## src/rtl/cntr_pkg.sv

```systemverilog
// State encoding for the CLA step counter's last-action FSM.
// Latency: n/a. Backpressure: n/a.
package cntr_pkg;

    typedef enum logic [1:0] {
        IDLE = 2'b00,
        LOAD = 2'b01,
        INC  = 2'b10,
        DEC  = 2'b11
    } state_t;

endpackage

```

## src/rtl/cla_n.sv

```systemverilog
// WIDTH-bit adder of GROUP-bit carry-lookahead blocks, carry chained group to group.
// Latency: combinational. Backpressure: none.
module cla_n #(
    parameter int WIDTH = 8,
    parameter int GROUP = 4
) (
    input  logic [WIDTH-1:0] a,
    input  logic [WIDTH-1:0] b,
    input  logic             ci,
    output logic [WIDTH-1:0] s,
    output logic             co
);

    localparam int NG = WIDTH / GROUP;

    if (WIDTH % GROUP != 0) begin : g_bad_group
        $error("cla_n: WIDTH must be a multiple of GROUP");
    end

    logic [WIDTH-1:0] g;
    logic [WIDTH-1:0] p;

    assign g = a & b;
    assign p = a ^ b;

    // Each bit carry is a flat generate/propagate sum over its own group,
    // seeded only by the group carry-in.
    always_comb begin
        logic carry;
        logic gcin;
        logic cbit;
        logic cnext;
        logic term;
        s     = '0;
        carry = ci;
        for (int gi = 0; gi < NG; gi++) begin
            gcin = carry;
            cbit = gcin;
            for (int j = 0; j < GROUP; j++) begin
                s[gi*GROUP+j] = p[gi*GROUP+j] ^ cbit;
                cnext = gcin;
                for (int m = 0; m <= j; m++) begin
                    cnext = cnext & p[gi*GROUP+m];
                end
                for (int k = 0; k <= j; k++) begin
                    term = g[gi*GROUP+k];
                    for (int m = k + 1; m <= j; m++) begin
                        term = term & p[gi*GROUP+m];
                    end
                    cnext = cnext | term;
                end
                cbit = cnext;
            end
            carry = cbit;
        end
        co = carry;
    end

endmodule

```

## src/rtl/cntr_cla_n.sv

```systemverilog
// Up/down step counter with load and terminal-count pulse; CNTR_CLA_SAT_EN selects saturation.
// Latency: one clk edge, registered outputs. Backpressure: none, inputs sampled every edge.
module cntr_cla_n
    import cntr_pkg::*;
#(
    parameter int WIDTH = 8,
    parameter int GROUP = 4
) (
    input  logic             clk,
    input  logic             rst,
    input  logic             en,
    input  logic             load,
    input  logic             inc,
    input  logic [WIDTH-1:0] step,
    input  logic [WIDTH-1:0] load_value,
    output logic [WIDTH-1:0] o,
    output logic             tc,
    output state_t           state
);

    state_t           state_nxt;
    logic [WIDTH-1:0] o_nxt;
    logic             tc_nxt;
    logic [WIDTH-1:0] add_b;
    logic [WIDTH-1:0] sum;
    logic             co;

    // Subtraction reuses the adder as o + ~step + 1.
    assign add_b = inc ? step : ~step;

    cla_n #(
        .WIDTH(WIDTH),
        .GROUP(GROUP)
    ) u_cla (
        .a (o),
        .b (add_b),
        .ci(~inc),
        .s (sum),
        .co(co)
    );

    always_ff @(posedge clk or posedge rst) begin
        if (rst) begin
            state <= IDLE;
            o     <= '0;
            tc    <= 1'b0;
        end else begin
            state <= state_nxt;
            o     <= o_nxt;
            tc    <= tc_nxt;
        end
    end

    always_comb begin
        state_nxt = IDLE;
        if (load) begin
            state_nxt = LOAD;
        end else if (en && inc) begin
            state_nxt = INC;
        end else if (en) begin
            state_nxt = DEC;
        end
    end

    always_comb begin
        o_nxt  = o;
        tc_nxt = 1'b0;
        unique case (state_nxt)
            LOAD: o_nxt = load_value;
            INC: begin
                o_nxt  = sum;
                tc_nxt = co;
`ifdef CNTR_CLA_SAT_EN
                if (co) o_nxt = '1;
`endif
            end
            DEC: begin
                o_nxt  = sum;
                tc_nxt = ~co;
`ifdef CNTR_CLA_SAT_EN
                if (!co) o_nxt = '0;
`endif
            end
            default: o_nxt = o;
        endcase
    end

endmodule
```

## config.mk

```make
export PLATFORM = sky130hd
export DESIGN_NAME = cntr_cla_n
export DESIGN_NICKNAME = d
export VERILOG_FILES = /design/src/rtl/cntr_pkg.sv /design/src/rtl/cla_n.sv /design/src/rtl/cntr_cla_n.sv
export SDC_FILE = /design/constraint.sdc
export NUM_CORES = 1
export LEC_CHECK = 0
export BUFFER_PORTS_ARGS = -buffer_cell sky130_fd_sc_hd__buf_2
export CORE_MARGIN = 2
export CORE_UTILIZATION = 34
export CTS_CLUSTER_SIZE = 20
export DETAILED_ROUTE_END_ITERATION = 10
export PLACE_DENSITY = 0.61
export SLEW_MARGIN = 25
export SYNTH_ARGS = -nofsm -noshare
export SYNTH_HDL_FRONTEND = slang
export SYNTH_SLANG_ARGS = --single-unit
```

## constraint.sdc

```tcl
create_clock -name clk -period 4.55 [get_ports clk]
set_clock_uncertainty 0.2 [all_clocks]
set_input_delay 0.91 -clock clk [delete_from_list [all_inputs] [get_ports clk]]
set_output_delay 0.91 -clock clk [all_outputs]
set_load 0.02 [all_outputs]
```

# [Word level (Yosys, flattened, before mapping)]
# Cells that the tools add are included.
[totals] register_bits=11 in_bits=21 out_inout_bits=11 elab_cells=68
[op_classes] n_eq_ne=3 n_mux=6 bitwise=53 n_reduce_logical=3
[op_table] operator="bitwise AND 1 bit" n=20
[op_table] operator="bitwise OR 1 bit" n=20
[op_table] operator="one-hot mux 8 bit (2 select lines)" n=1
[op_table] operator="bitwise AND 8 bit" n=1
[op_table] operator="2-to-1 mux 8 bit" n=1
[op_table] operator="NOT 8 bit" n=1
[op_table] operator="XOR 1 bit" n=8
[op_table] operator="XOR 8 bit" n=1
[op_table] operator="2-to-1 mux 2 bit" n=3
[op_table] operator="== test 2 bit (second input constant)" n=2
[op_table] operator="== test 2 x 1 -> 1 bit (second input constant)" n=1
[op_table] operator="NOT 1 bit" n=2
[op_table] operator="one-hot mux 1 bit (2 select lines)" n=1
[op_table] operator="nonzero test 2 bit" n=1
[op_table] operator="OR reduction 2 bit" n=1
[op_table] operator="logical AND 1 bit" n=1

# [Longest topological paths before layout]
# Gate-level depths: netlist of run 1.
[depth] depth_word=21 ltp_mapped=12 mapped_depth_nobuf=11

# [By module]
# Synthesis of run 1 repeated with hierarchy kept, for this count alone.
[unflattened] hier_cells=82 hier_area_um2=852.1
[by_module_without_submodules] module="cntr_cla_n" n_inst=1 cells_each=52 area_each_um2=564.3 seq_area_each_um2=275.3
[by_module_without_submodules] module="cla_n" n_inst=1 cells_each=30 area_each_um2=287.8 seq_area_each_um2=0.0

# [Worst setup path after synthesis of run 1]
# No wires, ideal clock.
[synth_timing] path_kind="input port to flip-flop" start="in inc" end="reg o[6]" setup_ns=0.123 arrival_time_ns=2.990 t_required_ns=4.227 slack_ns=1.236 cell_stages=12 path_buffers=1 path_cell_list="buf_6 > xnor2_1 > ha_1 > ha_1 > o211ai_1 > nand2_1 > a21o_1 > ha_1 > o21a_1 > or3_1 > a31oi_1 > o21ai_1"
[synth_between] elab_chain_len=16 word_cells_on_any_way=33 cone_classes="eq/ne: 3; mux: 4; bitwise: 23; reduce/logical: 3"
[synth_rtl] element="start, declared" line="cntr_cla_n.sv:13" text="input logic inc,"
[synth_rtl] element="2-to-1 mux 8 bit" line="cntr_cla_n.sv:29" text="assign add_b = inc ? step : ~step;"
[synth_rtl] element="XOR 8 bit" line="cla_n.sv:24" text="assign p = a ^ b;"
[synth_rtl] element="bitwise AND 1 bit (4 in a row)" line="cla_n.sv:43" text="cnext = cnext & p[gi*GROUP+m];"
[synth_rtl] element="bitwise OR 1 bit (4 in a row)" line="cla_n.sv:50" text="cnext = cnext | term;"
[synth_rtl] element="bitwise AND 1 bit (2 in a row)" line="cla_n.sv:43"
[synth_rtl] element="bitwise OR 1 bit (2 in a row)" line="cla_n.sv:50"
[synth_rtl] element="XOR 1 bit" line="cla_n.sv:40" text="s[gi*GROUP+j] = p[gi*GROUP+j] ^ cbit;"
[synth_rtl] element="one-hot mux 8 bit (2 select lines)" line="cntr_cla_n.sv:68" text="unique case (state_nxt)"
[synth_rtl] element="end signal, assigned" line="cntr_cla_n.sv:49" text="o <= o_nxt;"
[synth_rtl] element="end, declared" line="cntr_cla_n.sv:16" text="output logic [WIDTH-1:0] o,"
# Several ways; a longest one is shown, not always the timed one.
# A chain may end at the register's enable or synchronous reset.

# [Final worst setup path of run 1]
# Ends and elaborated chain as after synthesis.

==> results.sh, run 1 <==
export IMPL_status="finished, final reports clean"
export IMPL_critical_path_most_common_cell="ha_1"
export IMPL_finalCriticalPeriod_ns=3.309
export IMPL_ctsHoldBuffers=0
export IMPL_ios=32
export IMPL_endpoint_kind="flop"
export IMPL_clock_tree_htree_level_count=1
export IMPL_synth_edf_count=0
export IMPL_seq_area_frac_synth_pct=31.12
export IMPL_cp_required_ns=4.50
export IMPL_synthTopCellsByCount="12 x nand2_1, 11 x dfrtp_1, 11 x xnor2_1, 10 x ha_1, 9 x o21ai_1"
export IMPL_rows=18
export IMPL_syn_inst=99
export IMPL_drcViolationCount=0
export IMPL_synth_top_area_cell="dfrtp_1"
export IMPL_synth_area_top_cells="dfrtp_1 31%, ha_1 14%, xnor2_1 11%"
export IMPL_worst_slew_margin_rel_pct=68.38
export IMPL_track_usage_pct=15.10
export IMPL_power_density_nw_per_um2=345.6
export IMPL_fin_area_um2=1077
export IMPL_cts_tree="yes"
export IMPL_vias=781
export IMPL_hold_ws_ns=0.3571
export IMPL_n_fill_cell=263
export IMPL_gr_total_overflow=0
export IMPL_dpl_cell_area_um2=1051
export IMPL_cts_repair_resized=0
export IMPL_yosys_register_bits=11
export IMPL_antenna_found_initial=0
export IMPL_synth_top_area_share_pct=31.12
export IMPL_initial_core_util_pct=35.71
export IMPL_dr_pass1_iters=4
export IMPL_cp_slowest_stage_delay_ns=0.32
export IMPL_cp_slowest_cell="or3_1"
export IMPL_synth_flop_cell="dfrtp_1"
export IMPL_slew_violations=0
export IMPL_gp_congestion=0.7500
export IMPL_ant_nets=0
export IMPL_reg2reg_to="o[6]$_DFFE_PP0P_"
export IMPL_yosys_cell_count_top_type="nand2_1"
export IMPL_r2r_setup_slack_ns=1.84
export IMPL_path_max_fanout=11
export IMPL_nets=163
export IMPL_rr_worst_depth=10
export IMPL_insertion_delay_ns=0.27
export IMPL_start_kind="input pin"
export IMPL_drive_gt1_share_pct=28.46
export IMPL_die_x_um=55.01
export IMPL_root_buffer="clkbuf_4"
export IMPL_cp_top_family="compound AO/OA/AOI/OAI gates"
export IMPL_port_buffer_count=31
export IMPL_drt_iter0_markers=9
export IMPL_grt_pass1_wl_mm=3.243
export IMPL_hold_path_endpoint="o[1]$_DFFE_PP0P_"
export IMPL_wire_per_inst_um=12.22
export IMPL_power_leakage_nw=0.5430
export IMPL_ys_warn_count=0
export IMPL_hold_path_startpoint="o[1]$_DFFE_PP0P_"
export IMPL_diodes=0
export IMPL_fin_setup_tns_ns=0
export IMPL_fp_dieArea_um2=3026
export IMPL_async_flop_share_pct=100.0
export IMPL_vias_per_cell=4.881
export IMPL_setup_violations_final=0
export IMPL_vdd_ir_drop_max_uv=192.8
export IMPL_grt_pass1_vias=750
export IMPL_max_freq_mhz=302.2
export IMPL_clock_sinks=11
export IMPL_synth_cell_types=27
export IMPL_fp_dieH_um=55.01
export IMPL_holdPathStages=2
export IMPL_synth_fp_nets=131
export IMPL_netlist_area_um2=884.6
export IMPL_rsz0062_at_grt="false"
export IMPL_min_period_over_period_pct=72.73
export IMPL_cap_violations=0
export IMPL_syn_to_final_growth_pct=21.78
export IMPL_avgSynthCellArea_um2=8.935
export IMPL_worst_slew_pin_slew_ns=0.4737
export IMPL_cp_depth=12
export IMPL_crit_chain="buf_2 > xnor2_1 > ha_1 > ha_1 > o211ai_1 > nand2_1 > a21o_1 > ha_1 > o21a_1 > or3_1 > a31oi_1 > o21ai_1"
export IMPL_hold_path_class="reg2reg"
export IMPL_clk_path_buf_depth=2
export IMPL_power_w=0.0003723
export IMPL_cts_buffers=3
export IMPL_postCtsSetupBuffers=0
export IMPL_arrival_ns=3.26
export IMPL_r2r_start="o[0]$_DFFE_PP0P_"
export IMPL_dp_hpwl_mm=1.513
export IMPL_critPathKind="in2reg"
export IMPL_hold_viol_final=0
export IMPL_grt_max_degree=23
export IMPL_clkSlewWorstSetupHoldPaths_ns=0.08
export IMPL_finalWirelength_mm=1.955
export IMPL_critical_path_buf_inv_count=1
export IMPL_coreArea_um2=2477
-- per-stage QoR --
| step | worst slack, ns | util (%) | std cells |
|---|---|---|---|
| 2_1_floorplan | 1.236 | - | 99 |
| 3_5_place_dp | 0.9447 | 42.42 | 156 |
| 3_3_place_gp | 1.010 | 42.42 | 156 |
| 5_1_grt | 1.030 | 43.48 | 160 |
| 6_report | 1.241 | 43.48 | 160 |
| 4_1_cts | 1.233 | 43.48 | 160 |
-- cell type report --
class	instances	area [µm²]	share of cell area [%]
inverters	7	26.28	2.439
repair buffers	31	155.1	14.40
clock buffers	4	26.28	2.439
well taps	30	37.54	3.484
flip-flops and latches	11	275.3	25.55
multi-input cells	77	556.8	51.68
-- worst max path at each step --
stage	from	endpoint	slack (ns)
global placement	inc	o[6]$_DFFE_PP0P_	1.01
finish	inc	o[6]$_DFFE_PP0P_	1.24
floorplan	inc	o[6]$_DFFE_PP0P_	1.24
global route	inc	o[6]$_DFFE_PP0P_	1.03
CTS	inc	o[6]$_DFFE_PP0P_	1.23
detailed placement	inc	o[6]$_DFFE_PP0P_	0.94
-- state kept, by name (all words and copies together), names as in the netlist --
register / flops
o: 8
state: 2
tc: 1
-- worst reg2reg max path, delay by kind of cell (launching register included) --
family	cells	cell delay, ns
AOI/OAI and AO/OA	5	0.86
and+or+nand+nor	2	0.42
adders and majority gates	3	0.70
DFF	1	0.41
-- cells in the final DEF (no fill, tap or decap), types with 3 or more instances in the layout --
| master | synthesis | routed |
|---|---|---|
| o21a_1 | 3 | 3 |
| inv_1 | 5 | 5 |
| dfrtp_1 | 11 | 11 |
| o21ai_1 | 9 | 9 |
| clkbuf_4 | 0 | 3 |
| or3_1 | 4 | 4 |
| ha_1 | 10 | 10 |
| a21oi_1 | 4 | 4 |
| nor2_1 | 3 | 3 |
| nand2_1 | 12 | 12 |
| xnor2_1 | 11 | 11 |
| buf_2 | 3 | 31 |
| a31oi_1 | 3 | 3 |
-- cell families after synthesis --
| group | after synthesis | share of synthesized area, % |
|---|---|---|
| AOI/OAI and AO/OA | 27 | 19.23 |
| and+or+nand+nor | 26 | 14.14 |
| xor gates and xnor gates | 11 | 10.89 |
| buffers and inverters | 11 | 5.941 |
| adders and majority gates | 11 | 16.41 |
| DFF | 11 | 31.12 |
| muxes | 2 | 2.263 |
-- layer usage --
layer / up-vias / routed length, µm / track usage (%)
met5: - / 0 / 0
met4: 0 / 0 / 3.252
met3: 0 / 153 / 5.645
met2: 28 / 882 / 24.40
met1: 347 / 919 / 19.17
li1: 406 / - / -
-- report_power, final --
part / internal (W) / total [W] / switching (W)
sequential: 0.000112 / 0.000124 / 0.0000114
clock: 0.0000339 / 0.0000680 / 0.0000340
combinational: 0.0000813 / 0.000180 / 0.0000991
(Power assumes the default switching activity.)
==> inputs of run 2 (changes only) <==
PLACE_DENSITY = 0.64   (was 0.61)
clock period = 3 ns   (was 4.55 ns; I/O delays follow)
==> run 2 against run 1 <==
Sequential share of layout area fell by 1.2 points. Final cell count increased by 4.4%. Critical endpoint unchanged. Sequential power up 52%. Largest power group unchanged. First-iteration DRC count is 11% lower. Worst setup slack lost 0.98 ns. Largest cell class unchanged. Register-to-register slack got worse by 1.5 ns. Clock power up 51%. Non-clock buffer count is 7 higher. Power rose by 58%.
==> results.sh, run 2 (synthesis gave the netlist of run 1 again) <==
export IMPL_die_x_um=55.01
export IMPL_rows=18
export IMPL_postCtsSetupBuffers=0
export IMPL_path_max_fanout=2
export IMPL_min_period_over_period_pct=91.20
export IMPL_antenna_found_initial=0
export IMPL_arrival_ns=2.69
export IMPL_diodes=0
export IMPL_power_density_nw_per_um2=519.0
export IMPL_slew_violations=0
export IMPL_drcViolationCount=0
export IMPL_track_usage_pct=14.48
export IMPL_grt_pass1_wl_mm=3.077
export IMPL_clk_path_buf_depth=2
export IMPL_grt_max_degree=23
export IMPL_cap_violations=0
export IMPL_port_buffer_count=31
export IMPL_hold_path_class="in2async"
export IMPL_critPathKind="in2reg"
export IMPL_hold_ws_ns=0.1243
export IMPL_layout_cells_non_filler=167
export IMPL_status="finished, final reports clean"
export IMPL_hold_viol_final=0
export IMPL_worst_slew_pin_slew_ns=0.4463
export IMPL_max_freq_mhz=365.5
export IMPL_grt_pass1_vias=718
export IMPL_vias_per_cell=4.916
export IMPL_fp_dieH_um=55.01
export IMPL_ant_nets=0
export IMPL_finalCriticalPeriod_ns=2.736
export IMPL_critical_path_most_common_cell="ha_1"
export IMPL_power_leakage_nw=0.5774
export IMPL_dpl_cell_count=163
export IMPL_clkSlewWorstSetupHoldPaths_ns=0.07
export IMPL_ios=32
export IMPL_worst_slew_margin_rel_pct=69.48
export IMPL_cts_buffers=3
export IMPL_endpoint_kind="flop"
export IMPL_root_buffer="clkbuf_4"
export IMPL_cts_tree="yes"
export IMPL_coreArea_um2=2477
export IMPL_largest_reg_flops=8
export IMPL_fp_dieArea_um2=3026
export IMPL_vdd_ir_drop_max_uv=271.3
export IMPL_initial_core_util_pct=35.71
export IMPL_gr_total_overflow=0
export IMPL_start_kind="input pin"
export IMPL_nets=170
export IMPL_reg_top3="o x8, state x2, tc x1"
export IMPL_largest_register="o"
export IMPL_dp_hpwl_mm=1.604
export IMPL_vias=821
export IMPL_finalWirelength_mm=2.053
export IMPL_dr_pass1_iters=4
export IMPL_ctsHoldBuffers=0
export IMPL_cp_slowest_cell="or3_1"
export IMPL_insertion_delay_ns=0.27
export IMPL_clock_sinks=11
export IMPL_final_common_cell="buf_2"
export IMPL_cts_repair_resized=0
export IMPL_cp_required_ns=2.95
export IMPL_drt_iter0_markers=8
export IMPL_setup_violations_final=0
export IMPL_rsz0062_at_grt="false"
export IMPL_drive_gt1_share_pct=32.12
export IMPL_layout_common_cells="31 x buf_2, 12 x nand2_1, 11 x xnor2_1, 11 x dfrtp_1, 10 x ha_1"
export IMPL_gp_congestion=0.7483
export IMPL_wire_per_inst_um=12.29
export IMPL_clock_tree_htree_level_count=1
export IMPL_syn_to_final_growth_pct=27.72
export IMPL_cp_slowest_stage_delay_ns=0.30
export IMPL_crit_chain="buf_2 > xnor2_1 > ha_1 > ha_1 > o211ai_1 > nand2_1 > a21o_1 > ha_1 > o21a_1 > or3_1 > a31oi_1 > o21ai_1"
run 2: cell types whose count changed in the layout (fill, tap and decap cells not counted):
cell,before,now
buf_4,0,7
run 2: through the flow:
step | cell area [µm²] | total power, W | util, % | setup TNS, ns | setup WS (ns)
2_1_floorplan | 884.6 | 0.0003952 | - | 0 | 0.01201
3_3_place_gp | 1104 | 0.0004780 | 44.55 | 0 | 0.01609
3_5_place_dp | 1104 | 0.0004882 | 44.55 | -0.02256 | -0.02256
4_1_cts | 1130 | 0.0005942 | 45.61 | 0 | 0.2707
5_1_grt | 1130 | 0.0006378 | 45.61 | 0 | 0.08185
6_report | 1130 | 0.0005864 | 45.61 | 0 | 0.2639
run 2: cell type report:
cell class	instances	area, µm²
clock buffers	4	26.28
fillers	259	1348
inverters	7	26.28
multi-input cells	77	556.8
flip-flops and latches	11	275.3
well taps	30	37.54
repair buffers	38	207.7
run 2: worst paths after layout:
kind                       depth (start not counted)              from  slack, ns               end
max                                               12               inc       0.26  o[6]$_DFFE_PP0P_
min                                                2               rst       0.12  o[4]$_DFFE_PP0P_
max reg2reg                                       10  o[0]$_DFFE_PP0P_       0.38  o[6]$_DFFE_PP0P_
min reg2reg                                        2  o[1]$_DFFE_PP0P_       0.37  o[1]$_DFFE_PP0P_
max in group asynchronous                          2               rst       2.14  o[7]$_DFFE_PP0P_
min in group clk                                   3     load_value[5]       0.34  o[5]$_DFFE_PP0P_
run 2: per-layer routing:
| layer | GRT usage, % | wire length, µm | up-vias |
|---|---|---|---|
| met5 | 0 | 0 | - |
| met4 | 2.439 | 14 | 0 |
| met3 | 4.839 | 151 | 2 |
| met2 | 22.42 | 948 | 30 |
| met1 | 19.83 | 939 | 369 |
| li1 | - | - | 420 |
run 2: power by group:
part	leakage, nW	switching, W	total [W]	internal, W
clock network	0.0150	0.0000511	0.000103	0.0000515
registers	0.134	0.0000173	0.000188	0.000171
logic	0.429	0.000155	0.000296	0.000141
run 2: critical path: cells and delay by family:
family	cells	cell delay [ns]
and+or+nand+nor	2	0.38
xor gates and xnor gates	1	0.15
adders and majority gates	3	0.65
buffers and inverters	1	0.11
AOI/OAI and AO/OA	5	0.79
==> inputs of run 3 (changes only) <==
RECOVER_POWER = 100   (was default)
==> run 3 against run 2 <==
Sequential share of layout area up 0.52 points. Flip-flop and latch count unchanged. Hold slack worse by 0.0032 ns. Count of clock-buffer cells in the layout unchanged. Maximum frequency down 1.0%. Via count down 0.97%. Highest routed layer unchanged. Non-clock buffer count unchanged.
==> results.sh, run 3 (synthesis gave the netlist of run 1 again) <==
export IMPL_rows=18
export IMPL_dpl_cell_count=163
export IMPL_cts_repair_resized=0
export IMPL_ctsHoldBuffers=0
export IMPL_dp_hpwl_mm=1.604
export IMPL_power_density_nw_per_um2=517.7
export IMPL_arrival_ns=2.71
export IMPL_ant_nets=0
export IMPL_slew_violations=0
export IMPL_crit_chain="buf_2 > clkbuf_1 > xnor2_1 > ha_1 > a21oi_1 > nand2_1 > a21o_1 > ha_1 > o21a_1 > or3_1 > a31oi_1 > o21ai_0"
export IMPL_path_max_fanout=5
export IMPL_syn_to_final_growth_pct=25.04
export IMPL_cp_top_family="compound AO/OA/AOI/OAI gates"
export IMPL_power_leakage_nw=0.5344
export IMPL_drt_iter0_markers=8
export IMPL_postCtsSetupBuffers=0
export IMPL_antenna_found_initial=0
export IMPL_root_buffer="clkbuf_4"
export IMPL_diodes=0
export IMPL_min_period_over_period_pct=92.16
export IMPL_finalWirelength_mm=2.057
export IMPL_initial_core_util_pct=35.71
export IMPL_die_x_um=55.01
export IMPL_cp_slowest_stage_delay_ns=0.32
export IMPL_largest_register="o"
export IMPL_worst_slew_margin_rel_pct=68.86
export IMPL_final_common_cell="buf_2"
export IMPL_clock_sinks=11
export IMPL_fin_area_um2=1106
export IMPL_finalCriticalPeriod_ns=2.765
export IMPL_cap_violations=0
export IMPL_layout_common_cells="20 x buf_2, 13 x clkbuf_1, 12 x nand2_1, 11 x xnor2_1, 11 x dfrtp_1"
export IMPL_status="finished, final reports clean"
export IMPL_hold_ws_ns=0.1211
export IMPL_n_fill_cell=266
export IMPL_reg2reg_to="o[6]$_DFFE_PP0P_"
export IMPL_rr_worst_depth=10
export IMPL_rsz0062_at_grt="false"
export IMPL_cp_required_ns=2.95
export IMPL_cp_slowest_cell="ha_1"
export IMPL_critical_path_buf_inv_count=2
export IMPL_dpl_cell_area_um2=1104
export IMPL_drcViolationCount=0
export IMPL_dr_pass1_iters=4
export IMPL_endpoint_kind="flop"
export IMPL_vdd_ir_drop_max_uv=269.0
export IMPL_vias_per_cell=4.868
export IMPL_place_ws_ns=-0.02256
export IMPL_gp_congestion=0.7483
export IMPL_r2r_setup_slack_ns=0.38
export IMPL_insertion_delay_ns=0.27
export IMPL_hold_path_class="in2async"
export IMPL_critical_path_most_common_cell="ha_1"
export IMPL_setup_slack_ns=0.2353
export IMPL_cts_tree="yes"
export IMPL_reg_top3="o x8, state x2, tc x1"
export IMPL_max_freq_mhz=361.7
export IMPL_nets=170
export IMPL_port_buffer_count=31
export IMPL_largest_reg_flops=8
export IMPL_gr_total_overflow=0
export IMPL_ios=32
export IMPL_critPathKind="in2reg"
export IMPL_start_kind="input pin"
export IMPL_cts_buffers=3
export IMPL_grt_max_degree=23
export IMPL_track_usage_pct=14.48
export IMPL_clkSlewWorstSetupHoldPaths_ns=0.07
export IMPL_wire_per_inst_um=12.32
export IMPL_clock_tree_htree_level_count=1
export IMPL_coreArea_um2=2477
export IMPL_hold_viol_final=0
export IMPL_grt_pass1_wl_mm=3.077
export IMPL_r2r_start="o[0]$_DFFE_PP0P_"
export IMPL_layout_cells_non_filler=167
export IMPL_vias=813
export IMPL_setup_violations_final=0
export IMPL_clk_path_buf_depth=2
export IMPL_grt_pass1_vias=718
export IMPL_fp_dieH_um=55.01
export IMPL_drive_gt1_share_pct=22.63
export IMPL_power_w=0.0005726
export IMPL_fp_dieArea_um2=3026
export IMPL_worst_slew_pin_slew_ns=0.4554
## run 3: cell types whose count changed in the layout (fill, tap and decap cells not counted), sizes merged
cell,before,now
buf,38,25
clkbuf,4,17
## run 3: area by class of cell
type	instances	area, µm²	area share [%]
Sequential cell	11	275.3	24.89
Clock buffer	4	26.28	2.376
Tap cell	30	37.54	3.394
Multi-Input combinational cell	77	550.5	49.77
Timing Repair Buffer	38	190.2	17.19
Inverter	7	26.28	2.376
## run 3: metrics by stage
| step | utilization, % | setup TNS (ns) |
|---|---|---|
| floorplan | - | 0 |
| global placement | 44.55 | 0 |
| detailed placement | 44.55 | -0.02256 |
| CTS | 45.61 | 0 |
| global route | 44.65 | 0 |
| finish | 44.65 | 0 |
## run 3: report_power, final
part / total (W) / internal (W) / switching, W / leakage (nW)
logic: 0.000281 / 0.000130 / 0.000151 / 0.385
registers: 0.000188 / 0.000171 / 0.0000180 / 0.134
clock network: 0.000103 / 0.0000515 / 0.0000516 / 0.0150
## run 3: worst reg2reg max path, cell delays in order (launching register included)
cell,delay [ns]
dfrtp_1,0.42
ha_1,0.31
ha_1,0.19
o211ai_1,0.17
nand2_1,0.08
a21o_1,0.19
ha_1,0.21
o21a_1,0.18
or3_1,0.30
a31oi_1,0.16
o21ai_0,0.09
## run 3: worst max-delay path by stage
stage          start          endpoint  slack (ns)  cells after the start
2_1_floorplan    inc  o[6]$_DFFE_PP0P_        0.01                     12
3_3_place_gp     inc  o[6]$_DFFE_PP0P_        0.02                     12
3_5_place_dp     inc  o[6]$_DFFE_PP0P_       -0.02                     12
4_1_cts          inc  o[6]$_DFFE_PP0P_        0.27                     12
5_1_grt          inc  o[6]$_DFFE_PP0P_        0.06                     12
6_report         inc  o[6]$_DFFE_PP0P_        0.24                     12
## run 3: routing by layer
metal  GRT usage (%)  wire length, µm  share of wire, %
met5               0                0                 0
met4           2.439               15              0.73
met3           4.839              127               6.2
met2           22.42              939                46
met1           19.83              975                47
